==> src/rtl/motor_pkg.sv <==
// Shared constants and state encodings for the motor command sequencer.
// Both FSM state types are also exported through the top's debug ports.
package motor_pkg;

  localparam logic [7:0] HDR      = 8'hA5;
  localparam logic [7:0] ACK_OK   = 8'h41;
  localparam logic [7:0] ACK_BAD  = 8'h4E;
  localparam logic [7:0] ACK_BUSY = 8'h42;

  typedef enum logic [1:0] {HUNT, PAYLOAD, CHECK} parser_state_t;
  typedef enum logic       {IDLE, RUN}            exec_state_t;

endpackage

==> src/rtl/cmd_fifo.sv <==
// Command FIFO with first-word fall-through read data and synchronous flush.
// Flush has priority over a push or pop issued in the same cycle.
module cmd_fifo #(
  parameter int WIDTH = 8,
  parameter int DEPTH = 4
) (
  input  logic                     clk,
  input  logic                     reset,
  input  logic                     push,
  input  logic [WIDTH-1:0]         din,
  input  logic                     pop,
  output logic [WIDTH-1:0]         dout,
  input  logic                     flush,
  output logic                     full,
  output logic                     empty,
  output logic [$clog2(DEPTH):0]   count
);

  localparam int AW    = $clog2(DEPTH);
  localparam int CNT_W = AW + 1;

  logic [WIDTH-1:0] mem [DEPTH];
  logic [AW-1:0]    wr_ptr;
  logic [AW-1:0]    rd_ptr;
  logic             do_push;
  logic             do_pop;

  assign full    = (count == CNT_W'(DEPTH));
  assign empty   = (count == '0);
  assign do_push = push && !full && !flush;
  assign do_pop  = pop && !empty && !flush;
  assign dout    = mem[rd_ptr];

  always_ff @(posedge clk or negedge reset) begin
    if (!reset) begin
      wr_ptr <= '0;
      rd_ptr <= '0;
      count  <= '0;
    end else if (flush) begin
      wr_ptr <= '0;
      rd_ptr <= '0;
      count  <= '0;
    end else begin
      if (do_push) wr_ptr <= wr_ptr + AW'(1);
      if (do_pop)  rd_ptr <= rd_ptr + AW'(1);
      unique case ({do_push, do_pop})
        2'b10:   count <= count + CNT_W'(1);
        2'b01:   count <= count - CNT_W'(1);
        default: ;
      endcase
    end
  end

  always_ff @(posedge clk) begin
    if (do_push) mem[wr_ptr] <= din;
  end

endmodule

==> src/rtl/motor_cmd_sequencer.sv <==
// UART-framed motor command parser feeding a FIFO of timed H-bridge PWM commands.
// Each frame is acknowledged with one byte; the executor plays commands back to back.
module motor_cmd_sequencer
  import motor_pkg::*;
#(
  parameter int NCH       = 2,
  parameter int PWM_BITS  = 7,
  parameter int DUR_SHIFT = 22,
  parameter int DEPTH     = 4
) (
  input  logic                   clk,
  input  logic                   reset,
  input  logic [7:0]             rx_data,
  input  logic                   rx_valid,
  output logic                   rx_ready,
  output logic [7:0]             tx_data,
  output logic                   tx_valid,
  input  logic                   tx_ready,
  input  logic                   stop,
  output logic [2*NCH-1:0]       hbridge,
  output logic                   busy,
  output logic                   cmd_done,
  output logic [$clog2(DEPTH):0] fifo_count,
  output parser_state_t          dbg_parser_state,
  output exec_state_t            dbg_exec_state
);

  localparam int FW    = 8 * (NCH + 1);
  localparam int IDX_W = $clog2(NCH + 1);
  localparam int RUN_W = 8 + DUR_SHIFT;

  // Both byte streams use valid/ready: a transfer happens on a cycle where both are high,
  // and the source holds its data stable while valid is high and ready is low.
  parser_state_t        ps_q, ps_d;
  logic [IDX_W-1:0]     idx_q;
  logic [7:0]           csum_q;
  logic [NCH:0][7:0]    pl_q;
  logic                 push_q;
  logic                 rx_fire;

  exec_state_t          ex_q, ex_d;
  logic                 pop, load, done_d;
  logic                 fifo_full, fifo_empty;
  logic [FW-1:0]        fifo_dout;
  logic [7:0]           dur_in;
  logic [8*NCH-1:0]     mot_q;
  logic [RUN_W-1:0]     rem_q;
  logic [PWM_BITS-1:0]  pwm_q;

  assign rx_ready         = ~tx_valid;
  assign rx_fire          = rx_valid && rx_ready;
  assign busy             = (ex_q == RUN);
  assign dur_in           = fifo_dout[8*NCH +: 8];
  assign dbg_parser_state = ps_q;
  assign dbg_exec_state   = ex_q;

  always_comb begin
    ps_d = ps_q;
    if (rx_fire) begin
      case (ps_q)
        HUNT:    if (rx_data == HDR) ps_d = PAYLOAD;
        PAYLOAD: if (idx_q == IDX_W'(NCH)) ps_d = CHECK;
        CHECK:   ps_d = HUNT;
        default: ps_d = HUNT;
      endcase
    end
  end

  // The push fires the cycle after the checksum byte, alongside the rising ack.
  always_ff @(posedge clk or negedge reset) begin
    if (!reset) begin
      ps_q     <= HUNT;
      idx_q    <= '0;
      csum_q   <= '0;
      pl_q     <= '0;
      push_q   <= 1'b0;
      tx_valid <= 1'b0;
      tx_data  <= 8'h00;
    end else begin
      ps_q   <= ps_d;
      push_q <= 1'b0;
      if (tx_valid && tx_ready) tx_valid <= 1'b0;
      if (rx_fire) begin
        case (ps_q)
          HUNT: begin
            idx_q  <= '0;
            csum_q <= '0;
          end
          PAYLOAD: begin
            pl_q[idx_q] <= rx_data;
            csum_q      <= csum_q ^ rx_data;
            idx_q       <= idx_q + IDX_W'(1);
          end
          CHECK: begin
            tx_valid <= 1'b1;
            if (rx_data != csum_q) begin
              tx_data <= ACK_BAD;
            end else if (fifo_full) begin
              tx_data <= ACK_BUSY;
            end else begin
              tx_data <= ACK_OK;
              push_q  <= 1'b1;
            end
          end
          default: ;
        endcase
      end
    end
  end

  cmd_fifo #(
    .WIDTH (FW),
    .DEPTH (DEPTH)
  ) u_fifo (
    .clk   (clk),
    .reset (reset),
    .push  (push_q),
    .din   (pl_q),
    .pop   (pop),
    .dout  (fifo_dout),
    .flush (stop),
    .full  (fifo_full),
    .empty (fifo_empty),
    .count (fifo_count)
  );

  always_comb begin
    ex_d   = ex_q;
    pop    = 1'b0;
    load   = 1'b0;
    done_d = 1'b0;
    if (stop) begin
      ex_d = IDLE;
    end else begin
      case (ex_q)
        IDLE: if (!fifo_empty) begin
          pop  = 1'b1;
          load = 1'b1;
          if (dur_in != 8'h00) ex_d = RUN;
          else                 done_d = 1'b1;
        end
        RUN: if (rem_q == '0) begin
          ex_d   = IDLE;
          done_d = 1'b1;
        end
        default: ex_d = IDLE;
      endcase
    end
  end

  // rem_q holds remaining RUN cycles minus one, so the final cycle sees zero.
  always_ff @(posedge clk or negedge reset) begin
    if (!reset) begin
      ex_q     <= IDLE;
      cmd_done <= 1'b0;
      mot_q    <= '0;
      rem_q    <= '0;
      pwm_q    <= '0;
    end else begin
      ex_q     <= ex_d;
      cmd_done <= done_d;
      if (load) begin
        mot_q <= fifo_dout[8*NCH-1:0];
        rem_q <= (RUN_W'(dur_in) << DUR_SHIFT) - RUN_W'(1);
        pwm_q <= '0;
      end else if (ex_q == RUN) begin
        rem_q <= rem_q - RUN_W'(1);
        pwm_q <= pwm_q + PWM_BITS'(1);
      end
    end
  end

  for (genvar i = 0; i < NCH; i++) begin : g_ch
    logic [PWM_BITS-1:0] mag;
    logic                wave;
    if (PWM_BITS >= 7) begin : g_up
      assign mag = PWM_BITS'(mot_q[8*i +: 7]) << (PWM_BITS - 7);
    end else begin : g_dn
      assign mag = PWM_BITS'(mot_q[8*i +: 7] >> (7 - PWM_BITS));
    end
    assign wave               = busy && (mag > pwm_q);
    assign hbridge[2*i +: 2]  = mot_q[8*i+7] ? {1'b0, wave} : {wave, 1'b0};
  end

endmodule

==> config.mk <==
export PLATFORM = sky130hd
export DESIGN_NAME = motor_cmd_sequencer
export DESIGN_NICKNAME = d
export VERILOG_FILES = /design/src/rtl/motor_pkg.sv /design/src/rtl/cmd_fifo.sv /design/src/rtl/motor_cmd_sequencer.sv
export SDC_FILE = /design/constraint.sdc
export NUM_CORES = 1
export LEC_CHECK = 0
export ABC_AREA = 1
export BUFFER_PORTS_ARGS = -buffer_cell sky130_fd_sc_hd__buf_2
export CAP_MARGIN = 20
export CORE_ASPECT_RATIO = 0.6
export CORE_MARGIN = 3
export CORE_UTILIZATION = 40
export CTS_CLUSTER_SIZE = 28
export DETAILED_ROUTE_END_ITERATION = 8
export PLACE_DENSITY = 0.52
export SKIP_CTS_REPAIR_TIMING = 1
export SYNTH_ARGS = -nofsm -noshare
export SYNTH_HDL_FRONTEND = slang
export SYNTH_SLANG_ARGS = --single-unit
==> constraint.sdc <==
create_clock -name clk -period 5.8 [get_ports clk]
set_input_delay 0.58 -clock clk [delete_from_list [all_inputs] [get_ports clk]]
set_output_delay 0.58 -clock clk [all_outputs]
set_load 0.02 [all_outputs]
# Word-level counts from Yosys, hierarchy flattened

Memory sizes are Yosys's and may differ from the RTL's.
Index checks and enable logic that the tools add are counted.
Widths: inputs -> output; s select.

Memory bits (writable): 96
Memories: 1
Bits of input ports: 13
Flip-flop bits (word level): 108

Mux-type cells: 44
$add $sub $neg: 8
Bitwise gates (word level): 3
Reduce and logical (&&, ||, !) cells: 25
Magnitude comparators: 4
Equality and inequality tests: 10

Memories:

| memory     | words | width | rd ports | clocked after Yosys merged registers in | wr ports | RTL line       | source |
|---|---|---|---|---|---|---|---|
| u_fifo.mem | 4     | 24    | 1        | 0                                       | 1        | cmd_fifo.sv:22 | `logic [WIDTH-1:0] mem [DEPTH];` |

Operators with widths:

| operator              | count |
|---|---|
| $mux 30               | 2 |
| $sub 30x1->30 const B | 2 |
| $logic_not 30->1      | 1 |
| $bwmux 24             | 1 |
| $mux 1                | 20 |
| $mux 2                | 9 |
| $demux 8 s2           | 1 |
| $pmux 8 s2            | 1 |
| $gt 7x7->1            | 2 |
| $mux 7                | 2 |
| $logic_and 1x1->1     | 9 |
| $eq 8x8->1 const B    | 1 |
| $mux 8                | 1 |
| $ne 8x8->1            | 1 |
| $pmux 2 s2            | 2 |
| $reduce_bool 2->1     | 4 |
| $reduce_bool 8->1     | 1 |
| $xor 8x8->8           | 1 |
| $add 7x1->7 const B   | 1 |
| $add 2x1->2 const B   | 3 |
| $eq 2x2->1 const B    | 3 |
| $pmux 3 s2            | 1 |
| $reduce_and 2->1      | 3 |
| $eq 2x1->1 const B    | 2 |
| 15 further kinds      | 20 |

# Logic depth before layout (Yosys ltp)

Depth in word-level cells: 9
Depth in mapped cells: 12
Mapped depth without buffers: 11

# By module

Synthesis repeated with hierarchy kept, for this count alone.

Cell total of the unflattened synthesis: 982
Area, all modules: 9492.9 um^2

Modules (own cells, without submodules):

| module              | times used | cells each | area each (um^2) |
|---|---|---|---|
| motor_cmd_sequencer | 1          | 685        | 5465.2 |
| cmd_fifo            | 1          | 297        | 4027.6 |

# Worst setup path after synthesis

OpenSTA, ideal clock, no wires.

Kind: register to register
Start: register u_fifo.count[2]
End: memory u_fifo.mem[0][0] (netlist bit), enable pin
Arrival time: 1.898 ns
Cell stages (with the launch flop): 6
Path slack: 3.498 ns
Path through: dfrtp_1 > inv_1 > nor3_1 > inv_1 > nand3_1 > nor2_1

Word-level cells in the longest chain between the ends: 6

Ends and longest elaborated chain:

| item                            | RTL line       | source |
|---|---|---|
| start: declaration              | cmd_fifo.sv:16 | `output logic [$clog2(DEPTH):0] count` |
| start signal: assignment        | cmd_fifo.sv:47 | `2'b10: count <= count + CNT_W'(1);` |
| start signal: assignment        | cmd_fifo.sv:48 | `2'b01: count <= count - CNT_W'(1);` |
| $eq 3x3->1                      | cmd_fifo.sv:28 | `assign full = (count == CNT_W'(DEPTH));` |
| $logic_not 1->1                 | cmd_fifo.sv:30 | `assign do_push = push && !full && !flush;` |
| $logic_and 1x1->1 (2 in series) | cmd_fifo.sv:30 |  |
| $mux 1                          | cmd_fifo.sv:55 | `if (do_push) mem[wr_ptr] <= din;` |
| $mux 1 (implied by the code)    | cmd_fifo.sv:55 |  |
| end: declaration                | cmd_fifo.sv:22 |  |

Every way passes these cells.

# Worst setup path in the final report

Start: register pwm_q[2]
End: output hbridge[2]

Word-level cells in the longest chain between the ends: 3

Ends and longest elaborated chain:

| item                     | RTL line                   | source |
|---|---|---|
| start: declaration       | motor_cmd_sequencer.sv:48  | `logic [PWM_BITS-1:0] pwm_q;` |
| start signal: assignment | motor_cmd_sequencer.sv:168 | `pwm_q <= pwm_q + PWM_BITS'(1);` |
| $gt 7x7->1               | motor_cmd_sequencer.sv:181 | `assign wave = busy && (mag > pwm_q);` |
| $logic_and 1x1->1        | motor_cmd_sequencer.sv:181 |  |
| $mux 2                   | motor_cmd_sequencer.sv:182 | `assign hbridge[2*i +: 2] = mot_q[8*i+7] ? {1'b0, wave} : {wave, 1'b0};` |
| end: declaration         | motor_cmd_sequencer.sv:20  | `output logic [2*NCH-1:0] hbridge,` |

Every way passes these cells.

==> Implementation_results.wiki <==
{| class="wikitable"
! Metric !! Value
|-
| Result of the run || finished clean
|-
| Final cell count without fillers || 1286
|-
| Data arrival, critical path || 2.07 ns
|-
| Antenna Nets Post-Route || 0
|-
| Number of design rule violations left after detail routing || 0
|-
| Layout Area Growth over Synthesis || 11.74%
|-
| Category of the most critical setup path || flop to primary output
|-
| Number of enable-type register cells in the synthesized netlist || 96
|-
| Slowest cell on the critical path || sky130_fd_sc_hd__dfrtp_1
|-
| Library cell appearing most often on the critical path || sky130_fd_sc_hd__nand2_1
|-
| Buf+Inv Stages, Crit Path || 2
|-
| Slew HR || 0.4265
|-
| Placer congestion estimate || 0.7767
|-
| Synthesis Warnings || 0
|-
| Top-level I/O count || 35
|-
| Sw Share || 0.3795
|-
| First DRT Iteration DRCs || 486
|-
| List of cells traversed by the critical path || inv_1, ha_1, nand2_1, o21ai_0, nand2_1, o211ai_1, nand3_1, nor2_1, buf_2
|-
| Minimum setup slack in the final design || 3.151 ns
|-
| Aggregate global-route resource usage || 0.1843
|-
| Vias in the first global route || 6112
|-
| Flop pwr share || 0.441
|-
| Nets || 1012
|-
| Ys async rst share || 0.5200
|-
| Top layer used by detailed routing || met4
|-
| Clock-pin slew on the worst setup and hold paths || 0.07 ns
|-
| Bufs on Longest Clock Path || 2
|-
| Detailed-route wire length || 21370 µm
|-
| Kind of start point of the critical path || flop
|-
| Commonest non-fill, non-tap cells in the layout || sky130_fd_sc_hd__nand2_1 (216), sky130_fd_sc_hd__o21ai_0 (117), sky130_fd_sc_hd__dfrtp_1 (104)
|-
| Placement Rows || 41
|-
| Height of the die || 122.5 µm
|-
| Pre-CTS setup slack || 3.375 ns
|-
| Proportion of layout cells with a drive suffix above 1 || 0.08832
|-
| Via count || 6441
|-
| Pin count of the biggest net entering global routing || 59
|-
| Max stage delay on crit path || 0.37 ns
|-
| Setup crit end kind || primary output
|-
| Number of storage elements in the synthesis netlist || 200
|-
| Synth Cell Area || 9046 µm²
|-
| Hold_ws || 0.2308 ns
|-
| Synthesized area per cell || 9.583 µm²
|-
| DIE AREA || 24510 µm²
|-
| Cell type group with the largest total delay on the critical path || simple AND/OR/NAND/NOR gates
|-
| Final worst clock skew || 0.01391 ns
|-
| Sum of negative setup slack || 0 ns
|-
| CTS buffer count || 17
|-
| Count of antenna diodes in the layout || 0
|-
| Max-cap violation count || 0
|-
| Most common cell after layout, fill and taps aside || sky130_fd_sc_hd__nand2_1
|-
| Final Hold Violating Endpoints || 0
|-
| Initial antenna violation count || 0
|-
| Worst-Margin Slew || 0.8591 ns
|-
| Part of the power in the clock network || 0.262
|-
| Initial core utilization || 0.4189
|-
| H-Tree Level Count || 4
|-
| First-pass GRT wire length || 34890 µm
|-
| CTS Root Cell || sky130_fd_sc_hd__clkbuf_16
|-
| Placed cells || 1254
|-
| Static leakage power || 4.201 nW
|-
| Estimated wirelength of the detail-placed design || 14250 µm
|-
| Sw power || 0.001768 W
|-
| Routed length on met1 || 11840 µm
|-
| Critical-path maximum fanout || 3
|-
| Length of the first detailed-routing pass in iterations || 5
|-
| Drt wl/cell || 16.61 µm
|-
| Prevailing post-synth register cell || sky130_fd_sc_hd__dfrtp_1
|-
| Final setup violation count || 0
|-
| Overall power consumption || 0.004658 W
|-
| Time the final worst path needs with I/O delays and setup || 2.649 ns
|-
| Port Buffer Count || 31
|-
| Met3 Routed Length || 877 µm
|-
| Setup repair after global routing missed its margin || no
|-
| TritonCTS clock tree || done
|-
| Cell internal power dissipation || 0.002890 W
|-
| Die span in x || 200.1 µm
|-
| Power per cell area || 460.8 nW/µm²
|-
| Congestion Overflow GR || 0
|-
| Number of standard cells after synthesis || 944
|-
| Clock latency of the later-clocked register in the worst-skew pair || 0.44 ns
|-
| Min-delay worst type || input pin to asynchronous set/reset pin
|-
| Sum of met2 wire segment lengths after detailed routing || 8458 µm
|-
| Final max-slew violation count || 0
|-
| Share of the clock period used by the worst path after layout || 0.4568
|-
| Max IR drop VDD || 213.6 µV
|-
| Sequential area share after synthesis || 0.6064
|-
| Unique masters post-synth || 36
|-
| Fraction of power consumed by combinational cells || 0.297
|-
| Number of sinks handled by clock tree synthesis || 200
|-
| Highest achievable clock rate || 377.5 MHz
|-
| Area of the placeable core || 21600 µm²
|-
| Post-detailed-route via-to-cell ratio || 5.009
|-
| CP required || 5.22 ns
|}
[sequential cells by signal, summed over array words and instances, names as in the netlist]
signal and count:
idx_q 2, rem_q 30, csum_q 8, busy 1, pwm_q 7, u_fifo.mem 96
mot_q 16, pl_q 24, cmd_done 1, u_fifo.rd_ptr 2, u_fifo.wr_ptr 2, tx_data 4
dbg_parser_state 2, u_fifo.count 3, tx_valid 1, push_q 1
[power groups by stage]
stage	registers [W]	clock network, W	logic, W
2_1_floorplan	0.00205	0	0.000994
3_3_place_gp	0.00208	0	0.00138
3_5_place_dp	0.00208	0	0.00139
4_1_cts	0.00205	0.00125	0.00140
5_1_grt	0.00210	0.00131	0.00162
6_report	0.00205	0.00122	0.00138
[worst paths after layout]
path	startpoint	endpoint	slack (ns)	cells after the start
worst min register to register	pwm_q[5]$_DFFE_PN0P_	pwm_q[6]$_DFFE_PN0P_	0.45	1
worst max-delay path	pwm_q[2]$_DFFE_PN0P_	hbridge[2]	3.15	9
max in group asynchronous	reset	rem_q[8]$_DFFE_PN0P_	4.41	2
worst max register to register	u_fifo.rd_ptr[0]$_DFFE_PN0P_	rem_q[23]$_DFFE_PN0P_	3.34	9
min in group clk	tx_ready	tx_valid$_DFF_PN0_	0.32	2
worst min-delay path	reset	pl_q[4]$_DFFE_PN0P_	0.23	1
[cell usage after synthesis, drive strengths merged (3+ instances only)]
library cell	n	area, µm²
a21oi	25	125.1
buf	17	107.6
clkbuf	17	63.81
dfrtp	104	2603
edfxtp	96	2883
ha	26	325.3
inv	90	337.8
nand2	216	810.8
nand3	55	275.3
nand3b	4	30.03
nand4	9	56.30
nor2	107	414.2
nor3	9	50.05
nor4	3	18.77
o211ai	6	45.04
o21ai	122	610.6
o22ai	16	100.1
xnor2	5	43.79
xor2	7	61.31
[per-layer routing]
metal / global-route usage / up-vias
li1: - / 3225
met2: 0.2472 / 116
met5: 0 / -
met3: 0.03419 / 13
met4: 0.04547 / 0
met1: 0.3013 / 3087
[kinds of logic after synthesis]
family / synth area share
fa+ha+maj: 0.03817
other cells: 0.0004145
buf+inv: 0.05629
flops: 0.6064
compound gates: 0.1026
simple gates: 0.1845
xor+xnor: 0.01162
[cell type report]
class | count | area, µm²
inverters | 90 | 337.8
multi-input cells | 622 | 3074
fillers | 2045 | 11490
repair buffers | 41 | 232.7
well taps | 301 | 376.6
flip-flops and latches | 200 | 5485
clock inverters | 15 | 176.4
clock buffers | 17 | 425.4
[stage by stage]
| stage | cell area (µm²) | util |
|---|---|---|
| after global routing | 10110 | 0.4680 |
| after global placement | 9507 | 0.4402 |
| after floorplan | 9054 | - |
| final | 10110 | 0.4680 |
| after CTS | 10110 | 0.4680 |
| after detailed placement | 9507 | 0.4402 |
Power figures use the tool's default switching activity.
